$ cat src/rtl/cache_ctrl_pkg.sv
// Shared types and constants for the cache-to-memory arbitration slice.
package cache_ctrl_pkg;

    typedef enum logic [2:0] {
        IDLE,
        IRD,
        DRD,
        DWR,
        IFILL,
        DFILL,
        DDONE
    } arb_state_t;

    // Direct-mapped line geometry shared by both caches
    localparam int IDX_MSB = 6;
    localparam int IDX_LSB = 2;
    localparam int TAG_LSB = 7;

    // RV32I NOP, so a timed-out fetch executes harmlessly
    localparam logic [31:0] DEFAULT_ERR_DATA = 32'h0000_0013;

endpackage

$ cat src/rtl/mem_wait_timer.sv
// Counts cycles spent waiting on a memory acknowledge.
// Asserts expired once TIMEOUT cycles have gone by without one.
module mem_wait_timer #(
    parameter int TIMEOUT = 255
) (
    input  logic clk,
    input  logic rst,
    input  logic clr,
    input  logic en,
    output logic expired,
    output logic expiring
);

    logic [7:0] count;

    always_ff @(posedge clk) begin
        if (rst || clr) begin
            count <= '0;
        end else if (en && (count != 8'(TIMEOUT))) begin
            count <= count + 8'd1;
        end
    end

    assign expired  = (count == 8'(TIMEOUT));
    // Lets the request drop one cycle before the timeout cycle itself
    assign expiring = en && (count == 8'(TIMEOUT - 1));

endmodule

$ cat src/rtl/cache_mem_arbiter.sv
// Shares one memory port between icache refills, dcache refills and write-through stores.
// Data requests win over fetches, and a bounded wait turns a dead memory into a sticky error.
module cache_mem_arbiter
    import cache_ctrl_pkg::*;
#(
    parameter int          TIMEOUT  = 255,
    parameter logic [31:0] ERR_DATA = DEFAULT_ERR_DATA
) (
    input  logic        clk,
    input  logic        rst,
    input  logic        i_ireq,
    input  logic [31:0] i_iaddr,
    input  logic        i_ihit,
    output logic        o_istall,
    output logic        o_ifill_wen,
    output logic [31:0] o_ifill_addr,
    output logic [31:0] o_ifill_data,
    input  logic        i_dreq,
    input  logic        i_dwe,
    input  logic [31:0] i_daddr,
    input  logic [31:0] i_dwdata,
    input  logic        i_dhit,
    output logic        o_dstall,
    output logic        o_dfill_wen,
    output logic [31:0] o_dfill_addr,
    output logic [31:0] o_dfill_data,
    output logic        o_mem_req,
    output logic        o_mem_we,
    output logic [31:0] o_mem_addr,
    output logic [31:0] o_mem_wdata,
    input  logic        i_mem_ack,
    input  logic [31:0] i_mem_rdata,
    output logic        o_err,
    output logic        o_busy
);

    arb_state_t  state;
    logic [31:0] lat_addr;
    logic [31:0] lat_wdata;
    logic [31:0] fill_data;
    logic        waiting;
    logic        tmr_expired;
    logic        tmr_expiring;

    assign waiting = (state == IRD) || (state == DRD) || (state == DWR);

    mem_wait_timer #(
        .TIMEOUT (TIMEOUT)
    ) u_timer (
        .clk      (clk),
        .rst      (rst),
        .clr      (state == IDLE),
        .en       (waiting && !i_mem_ack),
        .expired  (tmr_expired),
        .expiring (tmr_expiring)
    );

    // A timeout completes the transaction as if acked, but with substitute data
    always_ff @(posedge clk) begin
        if (rst) begin
            state       <= IDLE;
            lat_addr    <= '0;
            lat_wdata   <= '0;
            fill_data   <= '0;
            o_mem_req   <= 1'b0;
            o_mem_we    <= 1'b0;
            o_ifill_wen <= 1'b0;
            o_dfill_wen <= 1'b0;
            o_err       <= 1'b0;
        end else begin
            o_ifill_wen <= 1'b0;
            o_dfill_wen <= 1'b0;
            case (state)
                IDLE: begin
                    if (i_dreq && i_dwe) begin
                        state     <= DWR;
                        lat_addr  <= i_daddr;
                        lat_wdata <= i_dwdata;
                        o_mem_req <= 1'b1;
                        o_mem_we  <= 1'b1;
                    end else if (i_dreq && !i_dhit) begin
                        state     <= DRD;
                        lat_addr  <= i_daddr;
                        o_mem_req <= 1'b1;
                        o_mem_we  <= 1'b0;
                    end else if (i_ireq && !i_ihit) begin
                        state     <= IRD;
                        lat_addr  <= i_iaddr;
                        o_mem_req <= 1'b1;
                        o_mem_we  <= 1'b0;
                    end
                end
                IRD, DRD, DWR: begin
                    if (i_mem_ack || tmr_expired) begin
                        o_mem_req <= 1'b0;
                        o_mem_we  <= 1'b0;
                        fill_data <= i_mem_ack ? i_mem_rdata : ERR_DATA;
                        if (!i_mem_ack) begin
                            o_err <= 1'b1;
                        end
                        case (state)
                            IRD: begin
                                state       <= IFILL;
                                o_ifill_wen <= 1'b1;
                            end
                            DRD: begin
                                state       <= DFILL;
                                o_dfill_wen <= 1'b1;
                            end
                            default: state <= DDONE;
                        endcase
                    end else if (tmr_expiring) begin
                        o_mem_req <= 1'b0;
                        o_mem_we  <= 1'b0;
                    end
                end
                default: state <= IDLE;
            endcase
        end
    end

    assign o_mem_addr   = lat_addr;
    assign o_mem_wdata  = lat_wdata;
    assign o_ifill_addr = lat_addr;
    assign o_ifill_data = fill_data;
    assign o_dfill_addr = lat_addr;
    assign o_dfill_data = fill_data;
    assign o_busy       = (state != IDLE);

    assign o_istall = i_ireq && (!i_ihit || (state == IFILL));
    assign o_dstall = i_dreq && ((!i_dwe && !i_dhit) || (i_dwe && (state != DDONE)) || (state == DFILL));

endmodule
$ cat config.mk
export PLATFORM = sky130hd
export DESIGN_NAME = cache_mem_arbiter
export DESIGN_NICKNAME = d
export VERILOG_FILES = /design/src/rtl/cache_ctrl_pkg.sv /design/src/rtl/mem_wait_timer.sv /design/src/rtl/cache_mem_arbiter.sv
export SDC_FILE = /design/constraint.sdc
export NUM_CORES = 1
export LEC_CHECK = 0
export ABC_AREA = 1
export CAP_MARGIN = 20
export CORE_AREA = 2 2 131 133
export DETAILED_ROUTE_END_ITERATION = 8
export DIE_AREA = 0 0 133 135
export PLACE_DENSITY = 0.73
export SETUP_SLACK_MARGIN = 0.4
export SLEW_MARGIN = 20
export SYNTH_ARGS = -nofsm -noshare
export SYNTH_HDL_FRONTEND = slang
export SYNTH_SLANG_ARGS = --single-unit
$ cat constraint.sdc
create_clock -name clk -period 3.9 [get_ports clk]
set_input_delay 0.78 -clock clk [delete_from_list [all_inputs] [get_ports clk]]
set_output_delay 0.78 -clock clk [all_outputs]
set_load 0.01 [all_outputs]
After elaboration in Yosys (flattened, before gate mapping)
Index checks and enable logic that the tools add are counted.
- $add $sub $neg: 1
- reduce and logical (&&, ||, !) cells: 33
- bitwise gates (word level): 3
- mux-type cells: 22
- equality and inequality tests: 12
- operators with widths (operator ; count):
    $mux 32 ; 4
    $eq 8x8->1 const B ; 2
    $mux 3 ; 4
    $logic_and 1x1->1 ; 10
    $mux 1 ; 10
    $add 8x1->8 const B ; 1
    $ne 8x8->1 const B ; 1
    $reduce_and 2->1 ; 4
    $logic_or 1x1->1 ; 7
    $eq 3x2->1 const B ; 2
    $eq 3x3->1 const B ; 2
    $ne 3x3->1 const B ; 2
    $pmux 3 s2 ; 1
    $reduce_and 3->1 ; 2
    $reduce_bool 3->1 ; 2
    $reduce_or 3->1 ; 2
    $logic_not 1->1 ; 4
    $ne 4x4->1 const B ; 1
    $pmux 1 s2 ; 2
    $pmux 2 s2 ; 1
    $eq 3x1->1 const B ; 1
    $logic_not 3->1 ; 1
    $not 1->1 ; 3
    $ne 2x2->1 const B ; 1
    $reduce_bool 2->1 ; 1
- bits of input ports: 136
- flip-flop bits (word level): 112

Longest topological paths before layout
Gate-level depths: netlist of run 1.
- depth in word-level cells: 8
- gate-level depth with buffers: 11
- mapped depth without buffers: 10

Cells and area by module
A second synthesis of run 1 with hierarchy kept.
- cell total of the unflattened synthesis: 766
- area total of the unflattened synthesis: 5431.5 µm²
- modules (own cells, without submodules) (module ; instances ; area each (µm²) ; cells each):
    cache_mem_arbiter ; 1 ; 4964.8 ; 691
    mem_wait_timer ; 1 ; 466.7 ; 75

Worst setup path before layout of run 1
OpenSTA, ideal clock, no wires.
- path type: input -> output
- from: input i_dhit
- to: output o_dstall
- path slack: 1.667 ns
- cell stages on the path: 6
- arrival time: 1.453 ns
- required time: 3.120 ns
- cells stage by stage: inv_1 nand2_1 nand2_2 inv_2 buf_2 o22ai_1
- longest elaborated chain between the ends: 5
- RTL lines (element ; RTL line ; RTL):
    from (decl) ; cache_mem_arbiter.sv:22 ; input logic i_dhit,
    $logic_not 1->1 ; cache_mem_arbiter.sv:131 ; assign o_dstall = i_dreq && ((!i_dwe && !i_dhit) || (i_dwe && (state != DDONE)) || (state == DFILL));
    $logic_and 1x1->1 ; cache_mem_arbiter.sv:131 ;
    $logic_or 1x1->1 (2 in a row) ; cache_mem_arbiter.sv:131 ;
    $logic_and 1x1->1 ; cache_mem_arbiter.sv:131 ;
    to (decl) ; cache_mem_arbiter.sv:23 ; output logic o_dstall,
No other way between the ends.

Final worst setup path of run 1
- from: input i_dreq
- to: output o_dstall
- longest elaborated chain between the ends: 1
- RTL lines (element ; RTL line ; RTL):
    from (decl) ; cache_mem_arbiter.sv:18 ; input logic i_dreq,
    $logic_and 1x1->1 ; cache_mem_arbiter.sv:131 ;
No other way between the ends.

==> metrics.txt, run 1 <==
Initial Util 0.330; largest net degree at the start of global routing ~70; WS Path Type in -> out; synthesis warning total 0; Yosys cell types 31; first-pass GRT wire length around 26,000 µm; DRC 0; Setup-failing EPs final 0; Routed wire per std cell ~14 µm; input/output buffers between 300 and 400; Core Region 16,400 µm²; clock root cell clkbuf_16; Int Power between 3 and 4 mW; clk buf depth 2; drt pass-1 iters 7; max-cap check violation count 0; CTS tree done; antenna violations before repair 0; Post-synth EDFFs 0; Fin. Hold Viols 0; worst r2r src u_timer.count[0]; Setup Fix Bufs, Post-CTS 0; WP data arrival 2250 ps; Clock transition at path regs 70 ps; CTS sink cnt ~110; Period minus WS final 3030 ps; required time of the critical path roughly 3100 ps; total CTS buffers 9; share of cells above drive strength 1 0.0493; switching power ~1.7 mW; HP Class reg -> reg; dpl cells roughly 1,200; die area between 15,000 and 20,000 µm²; Max Slew Vio Count 0; dominant synthesized flop cell dfxtp_1; Flop pwr share 0.347; Final Skew between 8 and 9 ps; width of the die roughly 130 µm; GPL Wtd Cong between 0.8 and 0.9; Post-Syn Nets 888; Rows 47; critical-path maximum fanout 4; Tot GR Track Use 0.186; Resized Gates After CTS 0; synthesized instance count 750; Setup crit start kind input pin; Area growth, synth to finish 55.2%; unrepaired setup endpoints after global routing no; hold path cells 2; Synth async-reset ratio 0; LEAKAGE around 3.3 nW; CP Capture Type primary output; combinational power share 0.464; #FFs+latches synth roughly 110; vias 5,336; drt total wl ~17,000 µm; flop2flop setup slack between 2000 and 2500 ps; Pwr Density 563 nW/µm²; initial DRC count 273; Clock Power Share 0.189; vias in the first global route approximately 5,000; chip height between 100 and 150 µm; status complete, no violations; Clock Latency Late Sink 350 ps; Post-DP HPWL between 10,000 and 15,000 µm; setup TNS 0 ps; Mean Syn Cell Area about 7.2 µm²; GRT Residual Overflow 0; Cell Area, Synth between 5000 and 6000 µm²; period utilisation layout 0.778; H-tree levels 3; R2R depth 10; most common cell after layout, fill and taps aside clkdlybuf4s50_1; Slew headroom 0.341; Final Cell Area between 8000 and 9000 µm²; Hold Buf Count CTS 0; share of the yosys chip area belonging to registers 0.414; Max VDD drop approximately 0.00025 V; Via density roughly 4.5; post-route ant nets 0; actual slew at the worst max-slew pin a little under 1000 ps; I/O Pins approximately 340; hold path start o_mem_wdata[28]; commonest cells after routing, fill and taps aside clkdlybuf4s50_1 (334), nand2_1 (189), dfxtp_1 (112); Hold Path End o_mem_wdata[28]; Finished Layout Cells 1,194; max frequency 330 MHz; placed instance area ~8100 µm²; reg2reg end o_dfill_data[9]; switching portion of total power 0.365; # nets final between 1,000 and 1,500; n_diodes 0
-- logic make-up (layout without fill, tap and decap cells) --
group / Yosys count / count (layout) / synth area share
AND/OR/NAND/NOR: 290 / 290 / 0.214
buffers and inverters: 189 / 413 / 0.216
AO/OA/AOI/OAI: 156 / 156 / 0.149
flip-flops: 112 / 112 / 0.414
adder cells (fa/ha/maj): 2 / 2 / 0.00462
XOR/XNOR: 1 / 1 / 0.00162
-- flip-flops by register name (all words and copies together), names as in the netlist --
signal and cells:
o_mem_we 1, o_mem_req 1, o_err 1, u_timer.count 8, o_ifill_wen 1, o_mem_wdata 32, o_dfill_addr 32, o_dfill_wen 1
state 3, o_dfill_data 32
-- cells in the mapped netlist (2+ instances only) --
library cell  number  area (µm²)
nand2_1          189         709
dfxtp_1          112        2240
buf_4             97         728
nor2_1            78         293
a21oi_1           72         360
o21ai_0           61         305
inv_1             46         173
clkbuf_1          16        60.1
o21ai_1           15        75.1
buf_6             11         124
inv_2              9        33.8
buf_2              8        40.0
nand3_1            6        30.0
nand2_2            5        31.3
nor2_2             3        18.8
o21bai_1           3        22.5
a21boi_0           2        15.0
ha_1               2        25.0
nand3b_1           2        15.0
nor3_2             2        20.0
-- critical path: stages --
cell and delay (ps):
clkdlybuf4s50_1 530, nand2_1 110, nand2_2 80, inv_2 40, o22ai_1 150, clkdlybuf4s50_1 570
-- metal layers --
metal | GRT usage | vias up | part of all wire
met3 | 0.0462 | 27 | 0.075
met5 | 0 | - | 0
met2 | 0.334 | 243 | 0.50
li1 | - | 2703 | -
met4 | 0.0771 | 0 | 0.025
met1 | 0.210 | 2363 | 0.40
-- worst max path at each step --
stage | start | endpoint | cells after the start
after detailed placement | i_dreq | o_dstall | 6
final | i_dreq | o_dstall | 6
after floorplan | i_dhit | o_dstall | 6
after global routing | i_dreq | o_dstall | 6
after CTS | i_dwe | o_dstall | 6
after global placement | i_dreq | o_dstall | 6
-- power by group through the flow --
stage / sequential [mW] / combinational (mW) / clock (mW)
floorplan: 1.71 / 1.24 / 0
global placement: 1.67 / 2.19 / 0
detailed placement: 1.67 / 2.21 / 0
CTS: 1.65 / 2.22 / 0.916
global route: 1.68 / 2.37 / 0.967
finish: 1.64 / 2.20 / 0.893
-- per-stage QoR --
stage          hold slack, ps  total power [mW]  utilization  setup WS [ps]
4_1_cts                   447              4.78        0.512            869
6_report                  445              4.74        0.512            867
3_5_place_dp              436              3.88        0.495            879
2_1_floorplan             460              2.95            -           1670
3_3_place_gp              431              3.86        0.495            935
5_1_grt                   467              5.02        0.512            801
-- cell type report --
class                           count  area, µm²
Clock inverter                      7       57.6
Multi-Input combinational cell    449       2000
Clock buffer                        9        225
Sequential cell                   112       2240
Timing Repair Buffer              340       3390
Fill cell                        1556       8000
Inverter                           57        216
Tap cell                          220        275
Note: power is estimated with default switching activity, not from simulation.
==> inputs of run 2 (changes only) <==
- CORE_AREA: 2 2 131 133 -> 2 2 130 132
- DIE_AREA: 0 0 133 135 -> 0 0 132 134
- PLACE_DENSITY: 0.73 -> 0.77
- clock period: 3.9 -> 2.7 ns (I/O delays scaled with it)
==> metrics.txt, run 2 (synthesis results as in run 1) <==
CP Capture Type primary output (unchanged); Initial Util 0.332 (was 0.330); placed instance area 8150 µm² (was 8120 µm²); antenna violations before repair 0 (unchanged); LEAKAGE 3.31 nW (was 3.30 nW); unrepaired setup endpoints after global routing no (unchanged); Fin. Hold Viols 0 (unchanged); Setup crit start kind register (was input pin); setup TNS 0 ps (unchanged); Largest stage delay, worst path 580 ps (was 570 ps); Fill cells 1,556 (unchanged); required time of the critical path 2160 ps (was 3120 ps); Clock transition at path regs 90 ps (was 70 ps); commonest cells after routing, fill and taps aside clkdlybuf4s50_1 (332), nand2_1 (188), dfxtp_1 (110) (was clkdlybuf4s50_1 (334), nand2_1 (189), dfxtp_1 (112)); Routed wire per std cell 14.2 µm (was 14.5 µm); flop2flop setup slack 780 ps (was 2030 ps); total CTS buffers 9 (unchanged); GPL Wtd Cong 0.820 (was 0.800); Max VDD drop 0.000480 V (was 0.000251 V); drt pass-1 iters 4 (was 7); final hold slack 447 ps (was 445 ps); HP Class reg -> reg (unchanged); area of the multi-input gates 2010 µm² (was 2000 µm²); WP data arrival 1680 ps (was 2250 ps); Via density 4.44 (was 4.47); Hold Buf Count CTS 0 (unchanged); status complete, no violations (unchanged); period utilisation layout 0.823; Final Skew 10.9 ps (was 8.91 ps); R2R depth 10 (unchanged); Slew headroom 0.594 (was 0.341); n_diodes 0 (unchanged); Core Region 16,300 µm² (was 16,400 µm²); critical-path maximum fanout 6 (was 4); drt total wl 17,100 µm (was 17,300 µm); fin worst setup slack 478 ps (was 867 ps); # nets final 1,111 (was 1,107); H-tree levels 3 (unchanged); CP bufs+invs 2 (was 3); DR WL met2 8290 µm (was 8590 µm); Setup WS pre-CTS 147 ps (was 879 ps); Met3 Wirelength 1450 µm (was 1300 µm); CTS tree done (unchanged); largest net degree at the start of global routing 42 (was 69); post-route ant nets 0 (unchanged); most common cell after layout, fill and taps aside clkdlybuf4s50_1 (unchanged); Setup-failing EPs final 0 (unchanged); actual slew at the worst max-slew pin 607 ps (was 988 ps); max-cap check violation count 0 (unchanged); chip height 134 µm (was 135 µm); share of cells above drive strength 1 0.0573 (was 0.0493); crit path to o_busy (was o_dstall); width of the die 132 µm (was 133 µm); cell count along the critical path 3 (was 6); Period minus WS final ~2200 ps; wl on met1 7030 µm (was 6970 µm); DR top layer met4 (unchanged); DRC 0 (unchanged); worst r2r src u_timer.count[0] (unchanged); clk buf depth 2 (unchanged); first-pass GRT wire length 25,900 µm (was 26,300 µm); vias in the first global route 5,032 (was 4,968); Pwr Density 815 nW/µm² (was 563 nW/µm²); Max Slew Vio Count 0 (unchanged); CTS sink cnt 112 (unchanged); clock root cell clkbuf_16 (unchanged); Clock Latency Late Sink 360 ps (was 350 ps); GRT Residual Overflow 0 (unchanged); input/output buffers 335 (unchanged); Crit-path slowest cell clkdlybuf4s50_1 (unchanged); max frequency 450 MHz; delay-heaviest family, CP buffers and inverters (unchanged); Rows 47 (unchanged); CP startpoint state[2] (was i_dreq); die area 17,700 µm² (was 18,000 µm²); WS Path Type reg -> out (was in -> out); Final Cell Area 8440 µm² (was 8410 µm²); reg2reg end o_dfill_data[20] (was o_dfill_data[9]); Tot GR Track Use 0.185 (was 0.186); cells along the critical path nor2_4 > inv_2 > clkdlybuf4s50_1 (was clkdlybuf4s50_1 > nand2_1 > nand2_2 > inv_2 > o22ai_1 > clkdlybuf4s50_1); Post-DP HPWL 13,000 µm (was 12,700 µm); I/O Pins 336 (unchanged); Register Area 2240 µm² (about the same); vias 5,316 (was 5,336); Area growth, synth to finish 55.9% (was 55.2%); initial DRC count 161 (was 273)
## run 2: cell types whose count changed in the layout (fill, tap and decap cells not counted), moves of 2 or more
cell and delta:
buf_4 +4, clkinvlp_4 +4, clkdlybuf4s50_1 -2, inv_8 +3, clkinv_2 -3, dfxtp_2 +2, dfxtp_1 -2, inv_6 -2
## run 2: how the worst min path moves through the flow
stage                       endpoint              from  depth (start not counted)  slack [ps]
global placement     o_mem_wdata[17]   o_mem_wdata[17]                          2         430
detailed placement   o_mem_wdata[11]   o_mem_wdata[11]                          2         430
CTS                  o_mem_wdata[31]   o_mem_wdata[31]                          2         450
finish               o_mem_wdata[11]   o_mem_wdata[11]                          2         450
global route          o_mem_wdata[7]    o_mem_wdata[7]                          2         470
floorplan           u_timer.count[3]  u_timer.count[3]                          2         460
## run 2: cell type report
type                       count  share of cell area
inverter                      57              0.0256
multi-input combinational    449               0.238
timing repair buffer         344               0.404
sequential                   112               0.266
clock inverter                 7             0.00756
tap                          220              0.0326
clock buffer                   9              0.0267
## run 2: routing by layer
layer / track usage / up-vias
met5: 0 / -
met4: 0.0622 / 0
met3: 0.0608 / 21
met2: 0.326 / 221
met1: 0.211 / 2367
li1: - / 2707
## run 2: through the flow
step | total power [mW] | instances | util
2_1_floorplan | 4.26 | 750 | -
3_3_place_gp | 5.58 | 1182 | 0.501
6_report | 6.88 | 1198 | 0.518
5_1_grt | 7.28 | 1198 | 0.518
4_1_cts | 6.97 | 1198 | 0.518
3_5_place_dp | 5.62 | 1182 | 0.501
## run 2: power breakdown
part	internal (mW)	switching [mW]	leakage [nW]
clock	0.647	0.670	0.130
sequential	2.02	0.334	0.919
combinational	1.69	1.52	2.26
total	4.36	2.53	3.31
## run 2: worst register-to-register path, cell delays in order (launching register included)
cell,delay (ps)
dfxtp_1,340
ha_1,240
inv_1,80
nor2_1,60
nand2_1,120
clkinv_1,90
nand2_1,80
nand2_2,100
inv_2,460
nand2_1,140
a21oi_1,160
## run 2: timing repair
action,in CTS,in global routing
endpoints found under the setup margin,3,2
setup buffers,0,0
pin swaps,0,0
resized for setup,4,3
==> inputs of run 3 (changes only) <==
- CORE_AREA: 2 2 130 132 -> 2 2 132 134
- DIE_AREA: 0 0 132 134 -> 0 0 134 136
- PLACE_DENSITY: 0.77 -> 0.72
- clock period: 2.7 -> 2.1 ns (I/O delays scaled with it)
==> metrics.txt, run 3 (synthesis results as in run 1) <==
cells along the critical path clkdlybuf4s50_1 (was nor2_4 > inv_2 > clkdlybuf4s50_1); R2R depth 11 (was 10); Pwr Density 983 nW/µm² (was 815 nW/µm²); Crit-path slowest cell clkdlybuf4s50_1 (unchanged); actual slew at the worst max-slew pin 451 ps (was 607 ps); Setup-failing EPs final 0 (unchanged); met3 Track Usage GR 0.0429 (was 0.0608); reg2reg end o_dfill_data[27] (was o_dfill_data[20]); commonest cells after routing, fill and taps aside nand2_1 (188), clkdlybuf4s50_1 (153), dlygate4sd2_1 (122) (was clkdlybuf4s50_1 (332), nand2_1 (188), dfxtp_1 (110)); Period minus WS final 1660 ps; Slew headroom 0.699 (was 0.594); GRT Max-Usage Layer met2 (unchanged); met2 Track Usage GR 0.330 (was 0.326); vias in the first global route 4,997 (was 5,032); Post-DP HPWL 12,700 µm (was 13,000 µm); CTS sink cnt 112 (unchanged); Max VDD drop 0.000401 V (was 0.000480 V); chip height 136 µm (was 134 µm); max frequency between 600 and 700 MHz; total CTS buffers 9 (unchanged); CTS tree done (unchanged); n_diodes 0 (unchanged); Clock transition at path regs 80 ps (was 90 ps); antenna violations before repair 1 (was 0); delay-heaviest family, CP buffers and inverters (unchanged); worst r2r src u_timer.count[1] (was u_timer.count[0]); WS Path Type reg -> out (unchanged); Largest stage delay, worst path 540 ps (was 580 ps); first-pass GRT wire length 26,000 µm (was 25,900 µm); cell count along the critical path 1 (was 3); DRC 0 (unchanged); critical-path maximum fanout 4 (was 6); Pwr Total 8.48 mW (was 6.88 mW); clock root cell clkbuf_16 (unchanged); CP bufs+invs 1 (was 2); GRT Residual Overflow 0 (unchanged); unrepaired setup endpoints after global routing yes (was no); Area growth, synth to finish 59.2% (was 55.9%); Rows 48 (was 47); largest net degree at the start of global routing 66 (was 42); hold path cells 4 (was 2); Setup crit start kind register (unchanged); HP Class in -> reg (was reg -> reg); flop2flop setup slack 530 ps (was 780 ps); input/output buffers 335 (unchanged); Initial Util 0.321 (was 0.332); WP data arrival 1240 ps (was 1680 ps); max-cap check violation count 0 (unchanged); H-tree levels 3 (unchanged); Final Skew 11.0 ps (was 10.9 ps); Core Region 16,900 µm² (was 16,300 µm²); post-route ant nets 0 (unchanged); I/O Pins 336 (unchanged); Via density 4.47 (was 4.44); GPL Wtd Cong 0.792 (was 0.820); Routed wire per std cell 14.5 µm (was 14.2 µm); drt pass-1 iters 4 (unchanged); status complete, no violations (unchanged); LEAKAGE 4.78 nW (was 3.31 nW); Hold Path End o_dfill_addr[14] (was o_mem_wdata[11]); period utilisation layout 0.790; initial DRC count 167 (was 161); CP Capture Type primary output (unchanged); Clock Latency Late Sink 350 ps (was 360 ps); Hold Buf Count CTS 0 (unchanged); most common cell after layout, fill and taps aside nand2_1 (was clkdlybuf4s50_1); # nets final 1,118 (was 1,111); met1 usage 0.208 (was 0.211); required time of the critical path 1680 ps (was 2160 ps); Fin. Hold Viols 0 (unchanged); width of the die 134 µm (was 132 µm); Tot GR Track Use 0.181 (was 0.185); final hold slack 434 ps (was 447 ps); hold path start rst (was o_mem_wdata[11]); clk buf depth 2 (unchanged); vias 5,407 (was 5,316); Max Slew Vio Count 0 (unchanged); die area 18,200 µm² (was 17,700 µm²); drt total wl 17,600 µm (was 17,100 µm); share of cells above drive strength 1 0.0904 (was 0.0573)
==> run 3: cell count changes in the layout (fill, tap and decap cells not counted), sizes merged <==
cell / before / now
clkbuf: 10 / 11
buf: 10 / 19
clkdlybuf4s50: 332 / 153
clkinv: 1 / 4
clkinvlp: 4 / 0
dlygate4sd2: 1 / 122
dlymetal6s2s: 0 / 56
==> run 3: layer usage <==
layer	routed length, µm	vias up
met2	8820	234
met5	0	-
met4	301	0
li1	-	2721
met1	7210	2435
met3	1270	17
==> run 3: where the power goes <==
part	total (mW)	internal, mW	switching [mW]
registers	3.06	2.63	0.426
logic	3.76	1.80	1.97
clock network	1.66	0.827	0.834
==> run 3: cell type report <==
cell class | count | area, µm²
clock inverter | 6 | 51.3
clock buffer | 10 | 229
tap | 225 | 282
fill | 1607 | 8250
timing repair buffer | 351 | 3530
sequential | 112 | 2280
inverter | 57 | 221
multi-input combinational | 449 | 2030
==> run 3: worst max-delay path by stage <==
stage / from / end
global placement: i_dreq / o_dstall
global route: state[1] / o_busy
detailed placement: i_dhit / o_dfill_addr[0]
floorplan: i_dhit / o_dstall
finish: o_dfill_addr[27] / o_mem_addr[27]
CTS: i_dwe / o_dstall
==> run 3: timing repair <==
item                                    CTS  global route
gates cloned                              0             1
gates resized for setup                 164            66
buffers inserted                          1             2
pin swaps                                 1             3
endpoints found under the setup margin  205           123
==> run 3: stage by stage <==
| step | area [µm²] | utilization | setup TNS (ps) | instances | setup slack, ps |
|---|---|---|---|---|---|
| 2_1_floorplan | 5420 | - | 0 | 750 | 587 |
| 3_3_place_gp | 8230 | 0.488 | -1510 | 1190 | -119 |
| 3_5_place_dp | 8230 | 0.488 | -3720 | 1190 | -140 |
| 4_1_cts | 8410 | 0.498 | 0 | 1207 | 275 |
| 5_1_grt | 8620 | 0.511 | 0 | 1210 | 397 |
| 6_report | 8620 | 0.511 | 0 | 1210 | 442 |
